`src/rtl/cov_event_monitor_if.sv`:
```
// Report channel of cov_event_monitor: counts, flags and valid/ready.
// master: drives rpt_valid/cnt1..3/sat/drop, samples rpt_ready.
interface cov_event_monitor_if #(
  parameter int CNT_W = 8
);
  logic             rpt_valid;
  logic             rpt_ready;
  logic [CNT_W-1:0] rpt_cnt1;
  logic [CNT_W-1:0] rpt_cnt2;
  logic [CNT_W-1:0] rpt_cnt3;
  logic             rpt_sat;
  logic             rpt_drop;

  modport master (
    output rpt_valid,
    output rpt_cnt1,
    output rpt_cnt2,
    output rpt_cnt3,
    output rpt_sat,
    output rpt_drop,
    input  rpt_ready
  );

  modport slave (
    input  rpt_valid,
    input  rpt_cnt1,
    input  rpt_cnt2,
    input  rpt_cnt3,
    input  rpt_sat,
    input  rpt_drop,
    output rpt_ready
  );
endinterface

```
`src/rtl/cov_event_monitor.sv`:
```
// Windowed activity monitor: in1/in2 high cycles, in3 rising edges.
// Ports: CLK, RSTn (sync low), en, clr, in1..in3, busy; rpt (master).
module cov_event_monitor #(
  parameter int CNT_W  = 8,
  parameter int WINDOW = 16
) (
  input  logic CLK,
  input  logic RSTn,
  input  logic en,
  input  logic clr,
  input  logic in1,
  input  logic in2,
  input  logic in3,
  output logic busy,
  cov_event_monitor_if.master rpt
);
  localparam int WIN_W = 16;
  localparam logic [WIN_W-1:0] WIN_LAST =
    WIN_W'(WINDOW - 1);
  localparam logic [CNT_W-1:0] CNT_MAX = '1;

  typedef enum logic {
    IDLE,
    COUNT
  } state_e;

  state_e           state_q, state_d;
  logic [CNT_W-1:0] c1_q, c1_d;
  logic [CNT_W-1:0] c2_q, c2_d;
  logic [CNT_W-1:0] c3_q, c3_d;
  logic [WIN_W-1:0] win_q, win_d;
  logic             sat_q, sat_d;
  logic             in3_d_q, in3_d_d;
  logic             valid_q, valid_d;
  logic [CNT_W-1:0] r1_q, r1_d;
  logic [CNT_W-1:0] r2_q, r2_d;
  logic [CNT_W-1:0] r3_q, r3_d;
  logic             rsat_q, rsat_d;
  logic             drop_q, drop_d;

  logic [CNT_W:0]   s1, s2, s3;
  logic             xfer, done, win_sat;

  // MSB flags an increment that was clamped at full scale
  function automatic logic [CNT_W:0] sat_inc(
    input logic [CNT_W-1:0] c,
    input logic             inc
  );
    logic ovf;
    ovf = inc && (c == CNT_MAX);
    return {ovf, ovf ? c : c + CNT_W'(inc)};
  endfunction

  always_comb begin
    s1      = sat_inc(c1_q, in1);
    s2      = sat_inc(c2_q, in2);
    s3      = sat_inc(c3_q, in3 & ~in3_d_q);
    win_sat = sat_q | s1[CNT_W] | s2[CNT_W]
            | s3[CNT_W];
    xfer    = valid_q & rpt.rpt_ready;
    done    = 1'b0;
    state_d = state_q;
    c1_d    = c1_q;
    c2_d    = c2_q;
    c3_d    = c3_q;
    win_d   = win_q;
    sat_d   = sat_q;
    in3_d_d = in3;
    valid_d = valid_q;
    r1_d    = r1_q;
    r2_d    = r2_q;
    r3_d    = r3_q;
    rsat_d  = rsat_q;
    drop_d  = drop_q;

    unique case (state_q)
      IDLE: begin
        if (en) begin
          state_d = COUNT;
          win_d   = '0;
        end
      end
      COUNT: begin
        if (!en) begin
          state_d = IDLE;
          c1_d    = '0;
          c2_d    = '0;
          c3_d    = '0;
          win_d   = '0;
          sat_d   = 1'b0;
        end else if (win_q == WIN_LAST) begin
          done  = 1'b1;
          c1_d  = '0;
          c2_d  = '0;
          c3_d  = '0;
          win_d = '0;
          sat_d = 1'b0;
        end else begin
          c1_d  = s1[CNT_W-1:0];
          c2_d  = s2[CNT_W-1:0];
          c3_d  = s3[CNT_W-1:0];
          win_d = win_q + WIN_W'(1);
          sat_d = win_sat;
        end
      end
      default: state_d = IDLE;
    endcase

    if (xfer) valid_d = 1'b0;

    // a finished window may refill the slot freed by this edge's transfer
    if (done) begin
      if (!valid_q || xfer) begin
        valid_d = 1'b1;
        r1_d    = s1[CNT_W-1:0];
        r2_d    = s2[CNT_W-1:0];
        r3_d    = s3[CNT_W-1:0];
        rsat_d  = win_sat;
      end else begin
        drop_d  = 1'b1;
      end
    end
  end

  always_ff @(posedge CLK) begin
    if (!RSTn || clr) begin
      state_q <= IDLE;
      c1_q    <= '0;
      c2_q    <= '0;
      c3_q    <= '0;
      win_q   <= '0;
      sat_q   <= 1'b0;
      in3_d_q <= 1'b0;
      valid_q <= 1'b0;
      r1_q    <= '0;
      r2_q    <= '0;
      r3_q    <= '0;
      rsat_q  <= 1'b0;
      drop_q  <= 1'b0;
    end else begin
      state_q <= state_d;
      c1_q    <= c1_d;
      c2_q    <= c2_d;
      c3_q    <= c3_d;
      win_q   <= win_d;
      sat_q   <= sat_d;
      in3_d_q <= in3_d_d;
      valid_q <= valid_d;
      r1_q    <= r1_d;
      r2_q    <= r2_d;
      r3_q    <= r3_d;
      rsat_q  <= rsat_d;
      drop_q  <= drop_d;
    end
  end

  assign busy          = (state_q == COUNT);
  assign rpt.rpt_valid = valid_q;
  assign rpt.rpt_cnt1  = r1_q;
  assign rpt.rpt_cnt2  = r2_q;
  assign rpt.rpt_cnt3  = r3_q;
  assign rpt.rpt_sat   = rsat_q;
  assign rpt.rpt_drop  = drop_q;
endmodule

```
`src/flat_wrapper.sv`:
```
// flat-port wrapper written by rule: the top's interface ports become plain ports
module cov_event_monitor_flat 
#(
  parameter int CNT_W  = 8,
  parameter int WINDOW = 16
)
  (CLK, RSTn, en, clr, in1, in2, in3, busy, rpt_rpt_valid, rpt_rpt_cnt1, rpt_rpt_cnt2, rpt_rpt_cnt3, rpt_rpt_sat, rpt_rpt_drop, rpt_rpt_ready);
  cov_event_monitor_if #(.CNT_W(CNT_W)) rpt_i ();
  input  logic CLK;
  input  logic RSTn;
  input  logic en;
  input  logic clr;
  input  logic in1;
  input  logic in2;
  input  logic in3;
  output logic busy;
  output wire logic [$bits(rpt_i.rpt_valid)-1:0] rpt_rpt_valid;
  output wire logic [$bits(rpt_i.rpt_cnt1)-1:0] rpt_rpt_cnt1;
  output wire logic [$bits(rpt_i.rpt_cnt2)-1:0] rpt_rpt_cnt2;
  output wire logic [$bits(rpt_i.rpt_cnt3)-1:0] rpt_rpt_cnt3;
  output wire logic [$bits(rpt_i.rpt_sat)-1:0] rpt_rpt_sat;
  output wire logic [$bits(rpt_i.rpt_drop)-1:0] rpt_rpt_drop;
  input wire logic [$bits(rpt_i.rpt_ready)-1:0] rpt_rpt_ready;
  assign rpt_rpt_valid = rpt_i.rpt_valid;
  assign rpt_rpt_cnt1 = rpt_i.rpt_cnt1;
  assign rpt_rpt_cnt2 = rpt_i.rpt_cnt2;
  assign rpt_rpt_cnt3 = rpt_i.rpt_cnt3;
  assign rpt_rpt_sat = rpt_i.rpt_sat;
  assign rpt_rpt_drop = rpt_i.rpt_drop;
  assign rpt_i.rpt_ready = rpt_rpt_ready;
  cov_event_monitor #(.CNT_W(CNT_W), .WINDOW(WINDOW)) u_core (.CLK(CLK), .RSTn(RSTn), .en(en), .clr(clr), .in1(in1), .in2(in2), .in3(in3), .busy(busy), .rpt(rpt_i));
endmodule
```
`config.mk`:
```
export PLATFORM = sky130hd
export DESIGN_NAME = cov_event_monitor_flat
export DESIGN_NICKNAME = d
export VERILOG_FILES = /design/src/rtl/cov_event_monitor_if.sv /design/src/rtl/cov_event_monitor.sv /design/src/flat_wrapper.sv
export SDC_FILE = /design/constraint.sdc
export NUM_CORES = 1
export LEC_CHECK = 0
export ABC_AREA = 1
export CELL_PAD_IN_SITES_DETAIL_PLACEMENT = 1
export CELL_PAD_IN_SITES_GLOBAL_PLACEMENT = 1
export CORE_ASPECT_RATIO = 1.4
export CORE_MARGIN = 2
export CORE_UTILIZATION = 43
export DETAILED_ROUTE_END_ITERATION = 8
export PLACE_DENSITY = 0.86
export SLEW_MARGIN = 5
export SYNTH_ARGS = -nofsm -noshare
export SYNTH_HDL_FRONTEND = slang
export SYNTH_SLANG_ARGS = --single-unit
```
`constraint.sdc`:
```
create_clock -name CLK -period 2.5 [get_ports CLK]
set_clock_uncertainty 0.15 [all_clocks]
set_input_delay 0.25 -clock CLK [delete_from_list [all_inputs] [get_ports CLK]]
set_output_delay 0.25 -clock CLK [all_outputs]
set_load 0.02 [all_outputs]
```
==> flow_summary.json, run 1 <==
{
  "top_layer_used": "met4",
  "ff2ff_setup_slack_ns": 0.40,
  "p_leak_nw": 1.82,
  "vias_per_cell": 5.12,
  "cp_common_cell": "nand2_1",
  "cts_inserted_buffers": 9,
  "final_area_um2": 4360,
  "track_usage_pct": 24.0,
  "r2r_end": "u_core.rpt.rpt_cnt1[2]$_SDFFE_PP0P_",
  "fin_tns_setup_ns": 0,
  "fp.dieH_um": 113,
  "period_minus_slack_ns": 2.10,
  "start_util_pct": 44.5,
  "cts_max_level": 3,
  "crit_path_end_kind": "flip-flop",
  "first_global_vias": 3803,
  "synth_nets": 589,
  "grt.overflow.total": 0,
  "post_cts_buffers": 0,
  "drc": 0,
  "cp.required_ns": 2.60,
  "ir_drop_mv": 0.392,
  "die_area_um2": 9250,
  "final-setup-viol-count": 0,
  "grt_pass1_wl_um": 17600,
  "hp-class": "reg2reg",
  "antenna_found_initial": 0,
  "instances_no_fill": 717,
  "finalCritPeriodShare_pct": 84.1,
  "hold_depth": 2,
  "max_slew.worst_pin.slew_ns": 0.541,
  "synth_area_leaders": "dfxtp_1 (38%), nand2_1 (21%), nor2_1 (9.3%)",
  "io_buffers": 35,
  "cts_resized": 0,
  "drive_above_1_share_pct": 5.53,
  "cp_max_fo": 42,
  "synth_top_area_share_pct": 38.4,
  "layout.nets": 626,
  "arrival_ns": 2.21,
  "max_slew_margin_pct": 63.7,
  "placementRows": 39,
  "cp-startpoint": "u_core.win_q[0]$_SDFFE_PP0P_",
  "core_area_um2": 8200,
  "maxCapViolCount": 0,
  "hold_violations": 0,
  "dp.cells": 702,
  "num_vias": 3670,
  "hp-start": "u_core.sat_q$_SDFFE_PP0P_",
  "synth_area_um2": 3650,
  "synthCells": 574,
  "powerDensity_nw_per_um2": 542,
  "route.antenna.remaining_nets": 0,
  "diodes": 0,
  "rsz0062_at_grt": "false",
  "finalWirelength_um": 10200,
  "first_pass_iters": 4,
  "dr_wl_met2_um": 5290,
  "clock_latency_ns": 0.32,
  "rr_worst_depth": 9,
  "num-fill-cells": 1142,
  "total_power_mw": 2.36,
  "synth_top_area_cell": "dfxtp_1",
  "crit_slowest_cell": "dfxtp_1",
  "hpwlAfterDp_um": 7010,
  "critPathKind": "reg2reg",
  "area_growth_pct": 19.4,
  "timing.rr.start": "u_core.win_q[0]$_SDFFE_PP0P_",
  "gp_congestion": 0.811,
  "synth_cell_types": 27,
  "wl_met1_um": 4470,
  "ys_warn_count": 0,
  "io_pins": 36,
  "postSynthAreaPerCell_um2": 6.36,
  "seq_area_frac_synth_pct": 38.4,
  "fmaxAchievable_mhz": 476,
  "ys_ff_latch": 70,
  "grt_max_degree": 43,
  "postPlaceCellArea_um2": 4090,
  "die_w_um": 81.9,
  "slew_violations": 0,
  "drtIter0Drc": 158,
  "cts_root_buf": "clkbuf_16",
  "wl_per_cell_um": 14.2,
  "route.met3.wl_um": 207,
  "clock-sinks": 70,
  "tritoncts": "done",
  "hold_path_end": "u_core.sat_q$_SDFFE_PP0P_",
  "path_cells": "ha_1 > nand3_2 > nor2_2 > nand2_2 > nor2_4 > nand2_4 > nand2_1 > nand2_1 > nor2_1",
  "crit_path_max_incr_delay_ns": 0.35,
  "hold_buffers": 0,
  "critPathLaunchType": "flip-flop",
  "clock_path_buffers": 2,
  "clkTransAtPathRegs_ns": 0.05,
  "outcome": "completed"
}
metrics by stage:
stage	setup WS (ns)	hold slack [ns]	util (%)
2_1_floorplan	0.823	0.212	-
3_3_place_gp	0.296	0.305	49.9
3_5_place_dp	0.158	0.325	49.9
4_1_cts	0.375	0.334	53.2
5_1_grt	0.170	0.352	53.2
6_report	0.398	0.333	53.2
layout make-up:
cell class	instances	area, um2	share of cell area, %
multi-input cells	428	1930	44.3
flip-flops and latches	70	1400	32.1
repair buffers	42	403	9.24
clock buffers	14	264	6.06
inverters	60	225	5.17
well taps	102	128	2.93
clock inverters	1	5.00	0.115
kinds of logic after synthesis:
group                      share of synthesized area, %
xor gates and xnor gates                           2.16
DFF                                                38.4
buffers and inverters                              8.71
AOI/OAI and AO/OA                                  7.30
and+or+nand+nor                                    41.0
adders and majority gates                          2.40
synth_stat cells, drive strengths merged:
cell and count:
nand4 6, xnor2 7, nand2 206, dfxtp 70
nor3 5, or2 5, nand3 33, nand3b 11
clkinv 1, a21oi 44, ha 7, buf 10
o21ai 7, inv 59, clkbuf 6, o21a 1
nor2 94, xor2 2
how the worst max path moves through the flow:
stage                     slack, ns                             endpoint  depth (start not counted)
final                          0.40  u_core.rpt.rpt_cnt1[2]$_SDFFE_PP0P_                          9
after global routing           0.17  u_core.rpt.rpt_cnt1[2]$_SDFFE_PP0P_                          9
after CTS                      0.37      u_core.rpt.rpt_sat$_SDFFE_PP0P_                          9
after detailed placement       0.16          u_core.c3_q[3]$_SDFFE_PP0P_                         11
after global placement         0.30          u_core.c3_q[3]$_SDFFE_PP0P_                         11
after floorplan                0.82  u_core.rpt.rpt_cnt3[2]$_SDFFE_PP0P_                          9
state kept, by name, summed over array words and instances, names as in the netlist, 8 cells and up:
| signal | cells |
|---|---|
| u_core.c1_q | 8 |
| u_core.c2_q | 8 |
| u_core.c3_q | 8 |
| u_core.rpt.rpt_cnt1 | 8 |
| u_core.rpt.rpt_cnt2 | 8 |
| u_core.rpt.rpt_cnt3 | 8 |
| u_core.win_q | 16 |
critical path: cells and delay by family (launching register included):
kind,cells,cell delay (ns)
fa+ha+maj,1,0.21
flops,1,0.35
simple gates,8,1.30
placed cells by master, fill, tap and decap left out, drive strengths merged:
cell and instances:
o21a 1, nand4 6, inv 59, xor2 2, clkbuf 14, ha 7, clkinv 2, xnor2 7
dfxtp 70, nand3 33, o21ai 7, nand3b 11, buf 7, a21oi 44, clkdlybuf4s50 35, nand2 206
nor2 94, nor3 5, or2 5
report_power, final:
group	internal, mW	switching [mW]
sequential	1.12	0.00155
clock	0.719	0.446
combinational	0.0242	0.0519
total	1.86	0.499
per-layer routing:
layer  vias to the layer above  GRT usage [%]
met5                         -              0
met4                         0           9.56
met3                        14           3.27
met2                        43           42.0
met1                      1752           29.1
li1                       1861              -
No activity file was read; power rests on OpenSTA's default activity.
==> run 2, diff against run 1 <==
CORE_UTILIZATION = 36   (was 43)
PLACE_DENSITY = 0.77   (was 0.86)
clock period = 1.7 ns   (was 2.5 ns; I/O delays follow)
==> flow_summary.json, run 2 (synthesized netlist as in run 1, its figures left out) <==
{
  "powerDensity_nw_per_um2": 786,
  "die_w_um": 89.1,
  "outcome": "complete, but fails checks",
  "crit_path_max_incr_delay_ns": 0.35,
  "hpwlAfterDp_um": 7860,
  "tritoncts": "done",
  "p_leak_nw": 2.11,
  "cp.required_ns": 1.80,
  "rsz0062_at_grt": "true",
  "drc": 0,
  "placementRows": 43,
  "start_util_pct": 36.9,
  "area_growth_pct": 38.0,
  "layout_setup_ws_ns": -0.0338,
  "crit_path_end_kind": "flip-flop",
  "grt.overflow.total": 0,
  "ir_drop_mv": 0.491,
  "grt_max_degree": 26,
  "layout.nets": 671,
  "layout_common_cells": "nand2_1 (200), nor2_1 (73), dfxtp_1 (66), inv_1 (55)",
  "crit_slowest_cell": "dfxtp_4",
  "clock_latency_ns": 0.34,
  "timing.rr.start": "u_core.win_q[0]$_SDFFE_PP0P_",
  "violations": "negative setup slack",
  "pre_cts_slack_ns": -0.396,
  "vias_per_cell": 4.92,
  "use_met2_pct": 40.0,
  "num_vias": 3915,
  "io_buffers": 35,
  "largest_register": "u_core.win_q",
  "final_area_um2": 5040,
  "clock_path_buffers": 2,
  "hold_buffers": 0,
  "layout_commonest_cell": "nand2_1",
  "clkTransAtPathRegs_ns": 0.06,
  "drtIter0Drc": 131,
  "core_area_um2": 9900,
  "critPathTopFamily": "compound AO/OA/AOI/OAI gates",
  "cts_root_buf": "clkbuf_16",
  "finalCritPeriodShare_pct": 102,
  "route.antenna.remaining_nets": 0,
  "max_slew.worst_pin.slew_ns": 0.482,
  "busiest_layer": "met2",
  "clock-sinks": 70,
  "period_minus_slack_ns": 1.73,
  "postPlaceCellArea_um2": 4480,
  "grt_util_met1_pct": 24.9,
  "total_power_mw": 3.96,
  "fmaxAchievable_mhz": 577,
  "hp-class": "in2reg",
  "dp.cells": 776,
  "critPathBufInv": 2,
  "slew_violations": 0,
  "cts_inserted_buffers": 9,
  "cts_max_level": 3,
  "fp.dieH_um": 123,
  "drive_above_1_share_pct": 18.2,
  "final-setup-viol-count": 10,
  "max_slew_margin_pct": 67.8,
  "maxCapViolCount": 0,
  "instances_no_fill": 796,
  "diodes": 0,
  "fin_tns_setup_ns": -0.0945,
  "largest_reg_flops": 16,
  "cp_max_fo": 14,
  "hold_violations": 0,
  "hp-start": "in3",
  "die_area_um2": 11000,
  "path_cells": "ha_4 > nand3_4 > nor2_4 > buf_4 > a21oi_2 > buf_6 > nand2_1 > a21oi_1",
  "arrival_ns": 1.84,
  "grt_use_met3_pct": 2.87,
  "finalWirelength_um": 11700,
  "critPathKind": "reg2reg",
  "first_pass_iters": 4,
  "antenna_found_initial": 0,
  "ff2ff_setup_slack_ns": -0.03,
  "first_global_vias": 4074,
  "critPathLaunchType": "flip-flop",
  "grt_pass1_wl_um": 18900,
  "track_usage_pct": 22.4,
  "gp_congestion": 0.831,
  "io_pins": 36,
  "wl_per_cell_um": 14.7,
  "cp-startpoint": "u_core.win_q[0]$_SDFFE_PP0P_"
}
==> run 2: cell types whose count changed in the layout (fill, tap and decap cells not counted), moves of 4 or more <==
cell / previous run / this run
dfxtp_1: 70 / 66
nor2_2: 4 / 17
nand2_1: 204 / 200
buf_6: 0 / 4
buf_4: 7 / 43
ha_1: 7 / 2
nor2_1: 89 / 73
==> run 2: worst paths after layout <==
check / cells past startpoint / to
setup reg to reg: 8 / u_core.win_q[1]$_SDFFE_PP0P_
setup / recovery: 8 / u_core.win_q[1]$_SDFFE_PP0P_
hold / removal: 3 / u_core.in3_d_q$_SDFF_PP0_
hold reg to reg: 2 / u_core.rpt.rpt_drop$_SDFFE_PP0P_
==> run 2: metal layers <==
layer | vias up | part of all wire, %
met2 | 48 | 54
met5 | - | 0
met1 | 1890 | 42
met4 | 0 | 2.9
li1 | 1951 | -
met3 | 26 | 1.7
==> run 2: report_power, final <==
| part | internal (mW) | switching (mW) | leakage, nW |
|---|---|---|---|
| clock network | 1.42 | 0.749 | 0.165 |
| registers | 1.64 | 0.00349 | 0.566 |
| logic | 0.0534 | 0.0870 | 1.38 |
==> run 2: final cells by class <==
cell class | count | area, um2
clock buffer | 9 | 225
inverter | 60 | 225
sequential | 70 | 1410
tap | 135 | 169
timing repair buffer | 87 | 810
fill | 1322 | 4860
clock inverter | 7 | 113
multi-input combinational | 428 | 2090
==> run 2: repair_timing <==
action | in CTS | in global routing
setup buffers | 1 | 1
gates cloned | 1 | 1
resized for setup | 16 | 39
endpoints found under the setup margin | 40 | 56
pin swaps | 4 | 9
==> run 2: tightest hold or removal path, cell delays in order <==
cell and delay, ns:
clkdlybuf4s50_1 0.42, inv_2 0.09, nor2_1 0.05
==> run 2: per-stage QoR <==
| step | util, % | hold WS [ns] |
|---|---|---|
| finish | 50.9 | 0.282 |
| global route | 50.9 | 0.319 |
| CTS | 49.4 | 0.266 |
| detailed placement | 45.2 | 0.322 |
| global placement | 45.2 | 0.304 |
| floorplan | - | 0.132 |
==> run 3, diff against run 2 <==
CTS_CLUSTER_DIAMETER = 200   (was default)
==> results of run 3 <==
Same layout as run 2: the final DEF is identical, and so are final timing and power.
